--- src/rtl/gpio_pkg.sv ---
// Shared types and defaults for the GPIO arbiter slice: FSM states, owner type,
// GPIO window defaults and GPIO register offsets.
package gpio_pkg;

  typedef enum logic [1:0] {
    IDLE   = 2'd0,
    ACCESS = 2'd1,
    RESP   = 2'd2
  } state_t;

  typedef logic owner_t;

  typedef enum logic [1:0] {
    REG_LEDR = 2'd0,
    REG_LEDG = 2'd1,
    REG_HEX  = 2'd2,
    REG_DIN  = 2'd3
  } gpio_reg_t;

  localparam int          GPIO_ADDR_W_DEF = 11;
  localparam int          GPIO_DATA_W_DEF = 32;
  localparam int unsigned GPIO_BASE_DEF   = 32'h7F0;
  localparam int unsigned GPIO_SPAN_DEF   = 16;
  localparam int          LOCK_MAX        = 8;

  // Unsigned window test done at 32 bits so base+span can never wrap.
  function automatic logic in_window(input int unsigned addr,
                                     input int unsigned base,
                                     input int unsigned span);
    return (addr >= base) && (addr < base + span);
  endfunction

endpackage

--- src/rtl/gpio_rr_pick.sv ---
// Two-way round-robin winner select with the rotation pointer; with
// GPIO_ARB_LOCK_EN the owner may keep priority for up to 8 transactions.
module gpio_rr_pick
  import gpio_pkg::*;
(
  input  logic       CLK,
  input  logic       RST_N,
  input  logic [1:0] req,
  input  logic [1:0] lock,
  input  logic       update,
  input  owner_t     owner,
  output owner_t     winner
);

  owner_t rr_ptr;

  // NOTE: default assignment first so every path assigns winner; no latch.
  always_comb begin
    winner = rr_ptr;
    if (req == 2'b01)      winner = 1'b0;
    else if (req == 2'b10) winner = 1'b1;
  end

`ifdef GPIO_ARB_LOCK_EN
  logic [2:0] lock_cnt;
  logic       keep;

  // Counter reaching LOCK_MAX-1 means this is the 8th locked transaction in a row.
  assign keep = lock[owner] && (lock_cnt != 3'(LOCK_MAX - 1));

  // NOTE: sequential state uses non-blocking assignments only.
  always_ff @(posedge CLK or negedge RST_N) begin
    if (!RST_N) begin
      rr_ptr   <= 1'b0;
      lock_cnt <= 3'd0;
    end else if (update) begin
      if (keep) begin
        rr_ptr   <= owner;
        lock_cnt <= lock_cnt + 3'd1;
      end else begin
        rr_ptr   <= ~owner;
        lock_cnt <= 3'd0;
      end
    end
  end
`else
  logic unused_lock;
  assign unused_lock = ^lock;

  always_ff @(posedge CLK or negedge RST_N) begin
    if (!RST_N)      rr_ptr <= 1'b0;
    else if (update) rr_ptr <= ~owner;
  end
`endif

endmodule

--- src/rtl/gpio_arbiter.sv ---
// Two-master arbiter/sequencer in front of the GPIO register block.
// Optional ownership lock enabled by defining GPIO_ARB_LOCK_EN.
module gpio_arbiter
  import gpio_pkg::*;
#(
  parameter int                ADDR_W    = GPIO_ADDR_W_DEF,
  parameter int                DATA_W    = GPIO_DATA_W_DEF,
  parameter logic [ADDR_W-1:0] GPIO_BASE = ADDR_W'(GPIO_BASE_DEF),
  parameter int                GPIO_SPAN = GPIO_SPAN_DEF
) (
  input  logic              CLK,
  input  logic              RST_N,
  input  logic              m0_req,
  input  logic              m1_req,
  input  logic              m0_we,
  input  logic              m1_we,
  input  logic [ADDR_W-1:0] m0_addr,
  input  logic [ADDR_W-1:0] m1_addr,
  input  logic [DATA_W-1:0] m0_wdata,
  input  logic [DATA_W-1:0] m1_wdata,
  input  logic              m0_lock,
  input  logic              m1_lock,
  output logic              m0_gnt,
  output logic              m1_gnt,
  output logic              m0_rvalid,
  output logic              m1_rvalid,
  output logic              m0_err,
  output logic              m1_err,
  output logic [DATA_W-1:0] rdata,
  output logic              gpio_we,
  output logic [ADDR_W-1:0] gpio_addr,
  output logic [DATA_W-1:0] gpio_wdata,
  input  logic [DATA_W-1:0] gpio_rdata,
  output logic              busy
);

  localparam int unsigned WIN_END = 32'(GPIO_BASE) + 32'(GPIO_SPAN);

  if (WIN_END > (32'd1 << ADDR_W)) begin : g_window_check
    $error("gpio_arbiter: GPIO window exceeds the address space");
  end

  state_t            state_q, state_d;
  owner_t            owner_q, winner;
  logic              we_q, in_win_q;
  logic [ADDR_W-1:0] addr_q;
  logic [DATA_W-1:0] wdata_q;
  logic              any_req, accept;
  logic [ADDR_W-1:0] sel_addr;

  assign any_req  = m0_req | m1_req;
  assign accept   = (state_q == IDLE) && any_req;
  assign sel_addr = winner ? m1_addr : m0_addr;

  gpio_rr_pick u_rr_pick (
    .CLK    (CLK),
    .RST_N  (RST_N),
    .req    ({m1_req, m0_req}),
    .lock   ({m1_lock, m0_lock}),
    .update (state_q == RESP),
    .owner  (owner_q),
    .winner (winner)
  );

  always_ff @(posedge CLK or negedge RST_N) begin
    if (!RST_N) state_q <= IDLE;
    else        state_q <= state_d;
  end

  always_comb begin
    state_d = state_q;
    case (state_q)
      IDLE:    if (any_req) state_d = ACCESS;
      ACCESS:  state_d = RESP;
      RESP:    state_d = IDLE;
      default: state_d = IDLE;
    endcase
  end

  // Request is captured at grant so the master may change its bus right after gnt.
  always_ff @(posedge CLK or negedge RST_N) begin
    if (!RST_N) begin
      owner_q  <= 1'b0;
      we_q     <= 1'b0;
      in_win_q <= 1'b0;
      addr_q   <= '0;
      wdata_q  <= '0;
    end else if (accept) begin
      owner_q  <= winner;
      we_q     <= winner ? m1_we : m0_we;
      in_win_q <= in_window(32'(sel_addr), 32'(GPIO_BASE), 32'(GPIO_SPAN));
      addr_q   <= sel_addr;
      wdata_q  <= winner ? m1_wdata : m0_wdata;
    end
  end

  assign gpio_addr  = addr_q;
  assign gpio_wdata = wdata_q;

  always_comb begin
    m0_gnt    = 1'b0;
    m1_gnt    = 1'b0;
    m0_rvalid = 1'b0;
    m1_rvalid = 1'b0;
    m0_err    = 1'b0;
    m1_err    = 1'b0;
    rdata     = '0;
    gpio_we   = 1'b0;
    busy      = (state_q != IDLE);
    case (state_q)
      IDLE: begin
        m0_gnt = accept & ~winner;
        m1_gnt = accept &  winner;
      end
      ACCESS: gpio_we = we_q & in_win_q;
      RESP: begin
        m0_rvalid = ~owner_q;
        m1_rvalid =  owner_q;
        m0_err    = ~owner_q & ~in_win_q;
        m1_err    =  owner_q & ~in_win_q;
        if (!we_q && in_win_q) rdata = gpio_rdata;
      end
      default: ;
    endcase
  end

endmodule
--- config.mk ---
export PLATFORM = sky130hd
export DESIGN_NAME = gpio_arbiter
export DESIGN_NICKNAME = d
export VERILOG_FILES = /design/src/rtl/gpio_pkg.sv /design/src/rtl/gpio_rr_pick.sv /design/src/rtl/gpio_arbiter.sv
export SDC_FILE = /design/constraint.sdc
export NUM_CORES = 1
export LEC_CHECK = 0
export CELL_PAD_IN_SITES_DETAIL_PLACEMENT = 0
export CELL_PAD_IN_SITES_GLOBAL_PLACEMENT = 1
export CORE_MARGIN = 1
export CORE_UTILIZATION = 22
export DETAILED_ROUTE_END_ITERATION = 10
export PLACE_DENSITY_LB_ADDON = 0.15
export SYNTH_ARGS = -nofsm -noshare
export SYNTH_HDL_FRONTEND = slang
export SYNTH_SLANG_ARGS = --single-unit
--- constraint.sdc ---
create_clock -name CLK -period 2.25 [get_ports CLK]
set_input_delay 0.675 -clock CLK [delete_from_list [all_inputs] [get_ports CLK]]
set_output_delay 0.675 -clock CLK [all_outputs]
set_load 0.1 [all_outputs]
======== Yosys cells after proc, flatten, opt, wreduce, memory -nomap -nowiden ========
Index checks and enable logic that the tools add are counted.
cells by class
  bitwise operators ....................... 9
  magnitude comparators ................... 1
  mux-type cells .......................... 16
  reductions and logical operators ........ 5
  equality and inequality tests ........... 5
operator list
  cell                                                        number
  two-way mux 32 bit                                          3
  greater-or-equal comparator 11 bit (second input constant)  1
  two-way mux 11 bit                                          1
  two-way mux 1 bit                                           10
  AND 1 bit                                                   5
  == test 2 x 1 -> 1 bit (second input constant)              2
  == test 2 bit (second input constant)                       2
  one-hot mux 2 bit (2 select lines)                          1
  inverter 1 bit                                              3
  logical AND 1 bit                                           2
  logical NOT 2 bit                                           1
  two-way mux 2 bit                                           1
  inequality test 2 bit (second input constant)               1
  nonzero test 2 bit                                          1
  logical NOT 1 bit                                           1
  bitwise OR 1 bit                                            1
storage, ports and cells
  word-level logic and storage cells ...... 43
  output and inout port bits .............. 83
  bits in registers ....................... 49

======== Longest topological paths before layout ========
Gate-level depths: netlist (run 1).
  word-level depth ........................ 6
  mapped depth ............................ 8

======== By module ========
From an unflattened synthesis (run 1), not the netlist that was laid out.
unflattened totals
  cells, all modules ...................... 261
  area total of the unflattened synthesis .. 2,534.9 um^2
modules (own cells, without submodules)
  module        times used  cells each  area an instance (um^2)
  gpio_arbiter  1           256         2,481.1
  gpio_rr_pick  1           5           53.8

======== Worst setup path before layout (run 1) ========
No wires, ideal clock.
  path type ............................... register to output
  start point ............................. register state_q[0]
  end point ............................... output m0_err
  arrival ................................. 2,570 ps
  data required time ...................... 1,575 ps
  stages on the path, launching flop included .. 3
  slack ................................... -995 ps
  path buffers ............................ 0
  cell sequence ........................... dfrtp_1 -> nand2b_1 -> nor3_1
on the way
  cells in the longest elaborated chain, start to end .. 2
RTL lines
  what                    line                 text
  from (decl)             gpio_arbiter.sv:43   state_t state_q, state_d;
  from (signal assigned)  gpio_arbiter.sv:67   else state_q <= state_d;
  == test 2 bit           gpio_arbiter.sv:110  case (state_q)
  two-way mux 1 bit       gpio_arbiter.sv:110
  to (decl)               gpio_arbiter.sv:27   output logic m0_err,
Every way passes these cells.

======== Final worst setup path (run 1) ========
  start point ............................. register state_q[0]
  end point ............................... output rdata[27]
on the way
  cells in the longest elaborated chain, start to end .. 2
RTL lines
  what                line                 text
  == test 2 bit       gpio_arbiter.sv:110
  two-way mux 32 bit  gpio_arbiter.sv:110
  to (decl)           gpio_arbiter.sv:29   output logic [DATA_W-1:0] rdata,
Every way passes these cells.

==> metrics.txt, run 1 <==
crit path kind=reg -> out; # DRC=0; Die W=around 110 um; initial antenna violation count=0; grt ovf=0; most frequent cells after synthesis=49 x dfrtp_1, 46 x nand2_1, 43 x mux2i_1; GRT Total Usage=0.138; DIE AREA=12100 sq um; final hold violation count=0; data arrival time of the worst path=approximately 1.6 ns; synthesized area per cell=around 9.7 sq um; top-count cell post-synth=dfrtp_1; Crit path max-delay family=simple AND/OR/NAND/NOR gates; peak supply drop=around 850 uV; port bufs=slightly above 200; Yosys top cell area share=0.479; register area share after synthesis=0.479; synthesized instance count=~260; Post-synth ARST share=1.00; TritonCTS Buffers=5; global placement routability congestion=0.666; cell area after synthesis=approximately 2600 sq um; YS warnings=0; I/O pins=approximately 210; worst skew pair latency=0.29 ns; Final min period=2.31 ns; Syn-to-layout area delta=116%; vias=~2600; Clock Tree Buf Depth=2; Mapped Nets=390; slew margin rel.=0.653; CTS root buffer=clkbuf_16; n_diodes=0; worst-margin pin slew=between 0.5 and 0.6 ns; DRT Wirelength=8450 um; library cells used by synthesis=26; CP Launch Type=flip-flop; first-pass GRT wire length=12800 um; Critical Path Most Common Cell=buf_12; final setup fails=32; critical path peak fanout=8; Max Cap Violations=0; Top FF cell, synth=dfrtp_1; Yosys reg bits=just under 50; setup TNS=-1.74 ns; Site Rows=39; vias in the first global route=2540; type of the most critical hold path=in -> async; pin count of the biggest net entering global routing=30; core area=11400 sq um; post-place instance area=approximately 5300 sq um; worst clock skew=roughly 0.0079 ns; CP max stage cell=dfrtp_1; H-tree levels=2; status=finished, violations left; clock tree sinks=49; worst endpoint required time=approximately 1.6 ns; Cell Chain, Critical Path=nand2b_4, nor3b_4, buf_4, buf_12, and2_4, buf_12; Setup crit end kind=output pin; Yosys top cell by area=dfrtp_1; die height=~110 um; Post-DRT Antenna Nets=0; f_max=about 0.43 GHz; Layout Nets=slightly above 600; Post-synth EDFFs=0; CP peak stage delay=0.38 ns; Critical path buffers and inverters=3; layout cells sized above 1=0.333; Post-DP HPWL=around 7000 um; # hold bufs at CTS=0; via/cell ratio=roughly 4.2; CTS tree=yes; Pre-Repair DR Iteration Count=4; Power Density=between 1000 and 1500 nW/um^2; setup ws final=-0.0614 ns; Total Power=~8000 uW; Synth area leaders=dfrtp_1 48%, mux2i_1 17%, and2_1 7.8%; Layout fillers=between 1000 and 1500; Wirelength per Cell=13.5 um; unrepaired setup endpoints after global routing=true; failing checks=setup timing; 1st-iter DRT viols=87; Hold WS=0.356 ns; final cycle utilization of the critical path=1.03; Leakage=about 0.0025 uW; Initial Util=0.225; max-slew violation count=0; design area=~5500 sq um; clock-pin slew on the worst setup and hold paths=0.06 ns
[flip-flops by register name, indices dropped and copies added, names as in the netlist]
register and count:
gpio_wdata 32, gpio_addr 11, state_q 2, in_win_q 1, owner_q 1, u_rr_pick.rr_ptr 1
we_q 1
[cell type report]
type | count | area, sq um | share of cell area
flip-flops and latches | 49 | 1230 | 0.221
inverters | 3 | 11.3 | 0.00203
multi-input cells | 193 | 1320 | 0.238
clock inverters | 2 | 37.5 | 0.00677
repair buffers | 231 | 2630 | 0.474
well taps | 143 | 179 | 0.0323
clock buffers | 6 | 139 | 0.0251
[path summary, 6_finish.rpt]
kind	start	cells past startpoint	slack (ns)	endpoint
worst max-delay path	state_q[0]$_DFFE_PN0P_	6	-0.06	rdata[27]
worst max register to register	state_q[0]$_DFFE_PN0P_	5	0.41	gpio_addr[5]$_DFFE_PN0P_
worst min register to register	gpio_wdata[22]$_DFFE_PN0P_	2	0.49	gpio_wdata[22]$_DFFE_PN0P_
max in group asynchronous	RST_N	2	1.35	gpio_addr[6]$_DFFE_PN0P_
min in group CLK	gpio_wdata[22]$_DFFE_PN0P_	2	0.49	gpio_wdata[22]$_DFFE_PN0P_
worst min-delay path	RST_N	1	0.36	gpio_wdata[19]$_DFFE_PN0P_
[worst register-to-register path, cell delays in order (launching register included)]
cell     delay (ns)
dfrtp_1        0.38
buf_4          0.14
or2_1          0.35
or2_2          0.42
inv_1          0.12
mux2_2         0.33
[routing by layer]
layer / global-route usage / share of wire / vias up
li1: - / - / 1316
met1: 0.152 / 0.38 / 1172
met2: 0.242 / 0.49 / 136
met3: 0.0569 / 0.13 / 6
met4: 0.0400 / 0.0097 / 0
met5: 0 / 0 / -
[cell usage in the layout (no fill, tap or decap), types with 2 or more instances in the layout]
master | Yosys | final
and2_4 | 0 | 32
and3_1 | 3 | 3
buf_12 | 0 | 44
buf_16 | 0 | 2
buf_4 | 0 | 61
clkbuf_16 | 0 | 5
clkdlybuf4s50_1 | 0 | 120
dfrtp_1 | 49 | 49
dlygate4sd2_1 | 0 | 2
inv_1 | 2 | 2
mux2i_1 | 43 | 43
nand2_1 | 46 | 46
nand3_1 | 4 | 4
nor2_1 | 9 | 5
nor2_2 | 0 | 2
nor2_4 | 0 | 2
nor2b_1 | 2 | 2
o21ai_0 | 2 | 2
o21ai_1 | 40 | 40
[where the power goes]
group,switching (uW),internal (uW),total (uW)
sequential,248,1310,1560
combinational,4100,1410,5520
clock,337,555,892
total,4690,3280,7970
[what timing repair did]
action | 4_1_cts | 5_1_grt
setup endpoints to repair | 34 | 34
cloned | 2 | 0
pin swaps | 2 | 0
gates resized for setup | 10 | 0
setup buffers | 5 | 0
[cell families after synthesis]
group           share of synthesized area
buf+inv                            0.0547
mux                                 0.178
simple gates                        0.193
flops                               0.479
fa+ha+maj                         0.00439
compound gates                     0.0908
[through the flow]
| stage | setup slack [ns] | utilization | std cells |
|---|---|---|---|
| floorplan | -0.156 | - | 264 |
| global placement | -0.103 | 0.462 | 612 |
| detailed placement | -0.117 | 0.462 | 612 |
| CTS | -0.0771 | 0.487 | 627 |
| global route | -0.153 | 0.487 | 627 |
| finish | -0.0614 | 0.487 | 627 |
No activity file was read; power rests on OpenSTA's default activity.
==> run 2, diff against run 1 <==
- CORE_MARGIN: 1 -> 2
==> run 2 against run 1 <==
  * The flow still finishes with violations (setup timing)
  * Worst setup slack better by 0.019 ns
  * Clock skew shrank 0.0046 ns
  * Critical endpoint is now rdata[19]
  * Largest power group unchanged
  * Register-to-register slack barely moved
  * Non-clock buffer count down 7
  * Hold slack improved by 0.0060 ns
  * Clock power increased by 8.1%
  * Die area grew 3.7%
==> metrics.txt, run 2 (synthesis results as in run 1) <==
failing checks=setup timing (unchanged); Power Density=1460 nW/um^2 (was 1440 nW/um^2); worst skew pair latency=0.28 ns (was 0.29 ns); CP peak stage delay=0.38 ns (about the same); GRT Total Usage=0.137 (was 0.138); status=finished, violations left (unchanged); Hold WS=0.362 ns (was 0.356 ns); crit path kind=reg -> out (unchanged); max reg flops=32 (unchanged); design area=5500 sq um (was 5540 sq um); Pre-Repair DR Iteration Count=4 (unchanged); Site Rows=39 (unchanged); CTS root buffer=clkbuf_16 (unchanged); Post-DRT Antenna Nets=0 (unchanged); reg2reg path depth=5 (unchanged); vias in the first global route=2663 (was 2540); register area=1230 sq um (unchanged); data arrival time of the worst path=1.62 ns (was 1.64 ns); Syn-to-layout area delta=115% (was 116%); fin util=0.484 (was 0.487); Leakage=0.00252 uW (was 0.00255 uW); f_max=0.436 GHz (was 0.433 GHz); Layout Nets=602 (was 609); clock-pin slew on the worst setup and hold paths=0.07 ns (was 0.06 ns); final cycle utilization of the critical path=1.02 (was 1.03); most common cell after layout, fill and taps aside=clkdlybuf4s50_1 (unchanged); Cell Chain, Critical Path=nand2b_4, nor3b_4, buf_6, buf_16, and2_4, buf_12 (was nand2b_4, nor3b_4, buf_4, buf_12, and2_4, buf_12); DIE AREA=12500 sq um (was 12100 sq um); Die W=112 um (was 110 um); pin count of the biggest net entering global routing=58 (was 30); Layout fillers=1116 (was 1091); most frequent cells in the layout=120 x clkdlybuf4s50_1, 54 x buf_4, 49 x dfrtp_1 (was 120 x clkdlybuf4s50_1, 61 x buf_4, 49 x dfrtp_1); CP max stage cell=dfrtp_1 (unchanged); Wirelength per Cell=14.2 um (was 13.5 um); initial antenna violation count=0 (unchanged); via/cell ratio=4.26 (was 4.19); worst endpoint required time=1.57 ns (about the same); 1st-iter DRT viols=74 (was 87); final hold violation count=0 (unchanged); DRT Wirelength=8830 um (was 8450 um); die height=112 um (was 110 um); H-tree levels=2 (unchanged); port bufs=206 (unchanged); unrepaired setup endpoints after global routing=true (unchanged); Max Cap Violations=0 (unchanged); Place WS=-0.185 ns (was -0.117 ns); Critical path buffers and inverters=3 (unchanged); clock tree sinks=49 (unchanged); grt ovf=0 (unchanged); vias=2640 (was 2630); worst-margin pin slew=0.531 ns (was 0.520 ns); # hold bufs at CTS=0 (unchanged); critical path peak fanout=16 (was 8); type of the most critical hold path=in -> async (unchanged); max-slew violation count=0 (unchanged); core area=11400 sq um (unchanged); TritonCTS Buffers=5 (unchanged); Crit path max-delay family=simple AND/OR/NAND/NOR gates (unchanged); n_diodes=0 (unchanged); Setup crit end kind=output pin (unchanged); Crit. path cell count=6 (unchanged); final setup fails=32 (unchanged); I/O pins=209 (unchanged); setup ws final=-0.0428 ns (was -0.0614 ns); worst clock skew=0.00331 ns (was 0.00792 ns); Final min period=2.29 ns (was 2.31 ns); Clock Tree Buf Depth=2 (unchanged); area of the multi-input gates=1320 sq um (unchanged); Initial Util=0.225 (unchanged); post-place instance area=5200 sq um (was 5260 sq um); setup TNS=-0.973 ns (was -1.74 ns); peak supply drop=766 uV (was 847 uV); CTS tree=yes (unchanged); global placement routability congestion=0.836 (was 0.666); layout cells sized above 1=0.323 (was 0.333); first-pass GRT wire length=13800 um (was 12800 um); slew margin rel.=0.646 (was 0.653); CP Launch Type=flip-flop (unchanged); # DRC=0 (unchanged); Post-DP HPWL=7090 um (was 6840 um)
[run 2: layer usage]
layer  part of all wire  vias to the layer above  global-route usage
met5                  0                        -                   0
met4             0.0067                        0              0.0272
met3              0.087                        4              0.0392
met2               0.50                      132               0.240
met1               0.41                     1201               0.167
li1                   -                     1303                   -
[run 2: through the flow]
stage	cells	total power, uW
floorplan	264	5690
global route	620	8400
detailed placement	605	7090
CTS	616	8100
global placement	605	7060
finish	620	8030
[run 2: what timing repair did]
action / 4_1_cts / 5_1_grt
resized for setup: 9 / 0
pin swaps: 2 / 11
gates cloned: 1 / 1
buffers inserted: 2 / 3
setup endpoints to repair: 34 / 34
[run 2: final timing paths]
path | slack, ns | start | to
setup reg to reg | 0.42 | state_q[0]$_DFFE_PN0P_ | gpio_addr[5]$_DFFE_PN0P_
max in group asynchronous | 1.34 | RST_N | gpio_wdata[2]$_DFFE_PN0P_
setup / recovery | -0.04 | state_q[0]$_DFFE_PN0P_ | rdata[19]
min in group CLK | 0.48 | gpio_wdata[26]$_DFFE_PN0P_ | gpio_wdata[26]$_DFFE_PN0P_
hold / removal | 0.36 | RST_N | gpio_addr[7]$_DFFE_PN0P_
hold reg to reg | 0.48 | gpio_wdata[26]$_DFFE_PN0P_ | gpio_wdata[26]$_DFFE_PN0P_
[run 2: area by class of cell]
| cell class | instances | area share |
|---|---|---|
| well taps | 143 | 0.0325 |
| repair buffers | 224 | 0.468 |
| clock inverters | 3 | 0.0118 |
| clock buffers | 5 | 0.0227 |
| inverters | 3 | 0.00205 |
| flip-flops and latches | 49 | 0.223 |
| multi-input cells | 193 | 0.240 |
[run 2: report_power, final]
group / switching [uW] / leakage [uW] / total [uW] / internal (uW)
logic: 4110 / 0.00183 / 5510 / 1400
clock network: 329 / 0.0000938 / 964 / 635
registers: 246 / 0.000601 / 1560 / 1310
total: 4680 / 0.00252 / 8030 / 3340
==> run 3, diff against run 2 <==
- SETUP_SLACK_MARGIN: not set -> 0.02
==> run 3 against run 2 <==
  * The flow still finishes with violations (setup timing)
  * Fmax shrank 0.18%
  * Flip-flop and latch count is the same
  * Wire length shrank 4.7%
  * Sequential power is essentially flat
  * Global-route usage shrank 0.22 points
  * Via count shrank 1.1%
  * Combinational power is essentially flat
==> metrics.txt, run 3 (synthesis results as in run 1) <==
CP peak stage delay=0.38 ns (about the same); H-tree levels=2 (unchanged); Critical path buffers and inverters=3 (unchanged); Syn-to-layout area delta=112% (was 115%); DRT Wirelength=8410 um (was 8830 um); core area=11400 sq um (unchanged); DIE AREA=12500 sq um (unchanged); global placement routability congestion=0.796 (was 0.836); status=finished, violations left (unchanged); worst skew pair latency=0.28 ns (about the same); Setup crit end kind=output pin (unchanged); TritonCTS Buffers=5 (unchanged); clock-pin slew on the worst setup and hold paths=0.07 ns (about the same); Layout Nets=604 (was 602); Cell Chain, Critical Path=nand2b_4, nor3b_4, buf_4, buf_16, and2_4, buf_12 (was nand2b_4, nor3b_4, buf_6, buf_16, and2_4, buf_12); final cycle utilization of the critical path=1.02 (about the same); worst clock skew=0.00513 ns (was 0.00331 ns); vias=2612 (was 2640); Pre-Repair DR Iteration Count=4 (unchanged); Post-DRT Antenna Nets=0 (unchanged); CTS root buffer=clkbuf_16 (unchanged); port bufs=206 (unchanged); worst-margin pin slew=0.349 ns (was 0.531 ns); # hold bufs at CTS=0 (unchanged); setup ws final=-0.0469 ns (was -0.0428 ns); worst endpoint required time=1.57 ns (about the same); die height=112 um (unchanged); Site Rows=39 (unchanged); final hold violation count=0 (unchanged); failing checks=setup timing (unchanged); unrepaired setup endpoints after global routing=true (unchanged); Die W=112 um (unchanged); most common cell after layout, fill and taps aside=clkdlybuf4s50_1 (unchanged); Max Cap Violations=0 (unchanged); clock tree sinks=49 (unchanged); pin count of the biggest net entering global routing=50 (was 58); critical path peak fanout=16 (unchanged); layout cells sized above 1=0.326 (was 0.323); max-slew violation count=0 (unchanged); CP Launch Type=flip-flop (unchanged); Layout fillers=1086 (was 1116); startpoint of the worst register-to-register path=state_q[0]$_DFFE_PN0P_ (unchanged); Crit path max-delay family=simple AND/OR/NAND/NOR gates (unchanged); slew margin rel.=0.767 (was 0.646); peak supply drop=885 uV (was 766 uV); via/cell ratio=4.20 (was 4.26); type of the most critical hold path=in -> async (unchanged); Power Density=1430 nW/um^2 (was 1460 nW/um^2); f_max=0.435 GHz (was 0.436 GHz); Leakage=0.00250 uW (was 0.00252 uW); # DRC=0 (unchanged); Final min period=2.30 ns (was 2.29 ns); 1st-iter DRT viols=60 (was 74); Post-DP HPWL=6920 um (was 7090 um); grt ovf=0 (unchanged); most frequent cells in the layout=120 x clkdlybuf4s50_1, 59 x buf_4, 49 x dfrtp_1 (was 120 x clkdlybuf4s50_1, 54 x buf_4, 49 x dfrtp_1); Initial Util=0.225 (unchanged); n_diodes=0 (unchanged); max reg flops=32 (unchanged); data arrival time of the worst path=1.62 ns (about the same); GRT Total Usage=0.134 (was 0.137); Place WS=-0.159 ns (was -0.185 ns); Wirelength per Cell=13.5 um (was 14.2 um); CTS tree=yes (unchanged); I/O pins=209 (unchanged); final setup fails=32 (unchanged); fin util=0.478 (was 0.484); crit path from=state_q[0]$_DFFE_PN0P_ (unchanged); initial antenna violation count=0 (unchanged); CP max stage cell=dfrtp_1 (unchanged); first-pass GRT wire length=13600 um (was 13800 um); crit path kind=reg -> out (unchanged); vias in the first global route=2687 (was 2663); Clock Tree Buf Depth=2 (unchanged)
[run 3: cell count changes in the layout (fill, tap and decap cells not counted), sizes merged]
cell	change
clkbuf	-1
buf	+3
clkinv	+1
clkinvlp	+1
bufinv	-2
[run 3: report_power, final]
part / leakage, uW / total [uW] / switching [uW] / internal (uW)
clock network: 0.0000696 / 737 / 329 / 408
logic: 0.00183 / 5480 / 4100 / 1380
registers: 0.000601 / 1550 / 241 / 1310
[run 3: layout make-up]
cell class / count / area, sq um / share of cell area
timing repair buffer: 226 / 2550 / 0.470
multi-input combinational: 193 / 1320 / 0.243
sequential: 49 / 1230 / 0.226
tap: 143 / 179 / 0.0329
clock buffer: 5 / 125 / 0.0230
clock inverter: 3 / 17.5 / 0.00322
inverter: 3 / 11.3 / 0.00207
[run 3: per-layer routing]
metal,track usage,vias up,share of wire
met2,0.229,130,0.49
li1,-,1311,-
met5,0,-,0
met3,0.0446,2,0.094
met4,0.0296,0,0.0044
met1,0.165,1169,0.41
[run 3: timing repair]
item / in CTS / in global routing
endpoints found under the setup margin: 34 / 34
pin swaps: 2 / 0
cloned: 1 / 0
gates resized for setup: 6 / 1
buffers inserted: 3 / 0
[run 3: through the flow]
step                      std cells  TNS (ns)  power [uW]  instance area [sq um]  hold slack [ns]
after floorplan                 264    -0.156        5690                   2670            0.379
after global placement          610     -2.96        7060                   5230            0.463
after detailed placement        610     -3.69        7090                   5230            0.468
after CTS                       622     -1.78        7890                   5430            0.375
after global routing            622     -3.54        8170                   5430            0.386
final                           622     -1.18        7770                   5430            0.369
[run 3: worst reg2reg max path, cell delays in order, from the launching register on]
cell and delay [ns]:
dfrtp_1 0.38, buf_4 0.14, or2_1 0.35, or2_2 0.42, inv_1 0.10, mux2_2 0.33
[run 3: final timing paths]
check,to,slack [ns],depth (start not counted)
setup / recovery,rdata[29],-0.05,6
hold / removal,gpio_wdata[14]$_DFFE_PN0P_,0.37,2
setup reg to reg,gpio_addr[5]$_DFFE_PN0P_,0.42,5
hold reg to reg,gpio_addr[10]$_DFFE_PN0P_,0.48,1
max in group asynchronous,gpio_addr[2]$_DFFE_PN0P_,1.65,2
min in group CLK,gpio_addr[10]$_DFFE_PN0P_,0.48,1
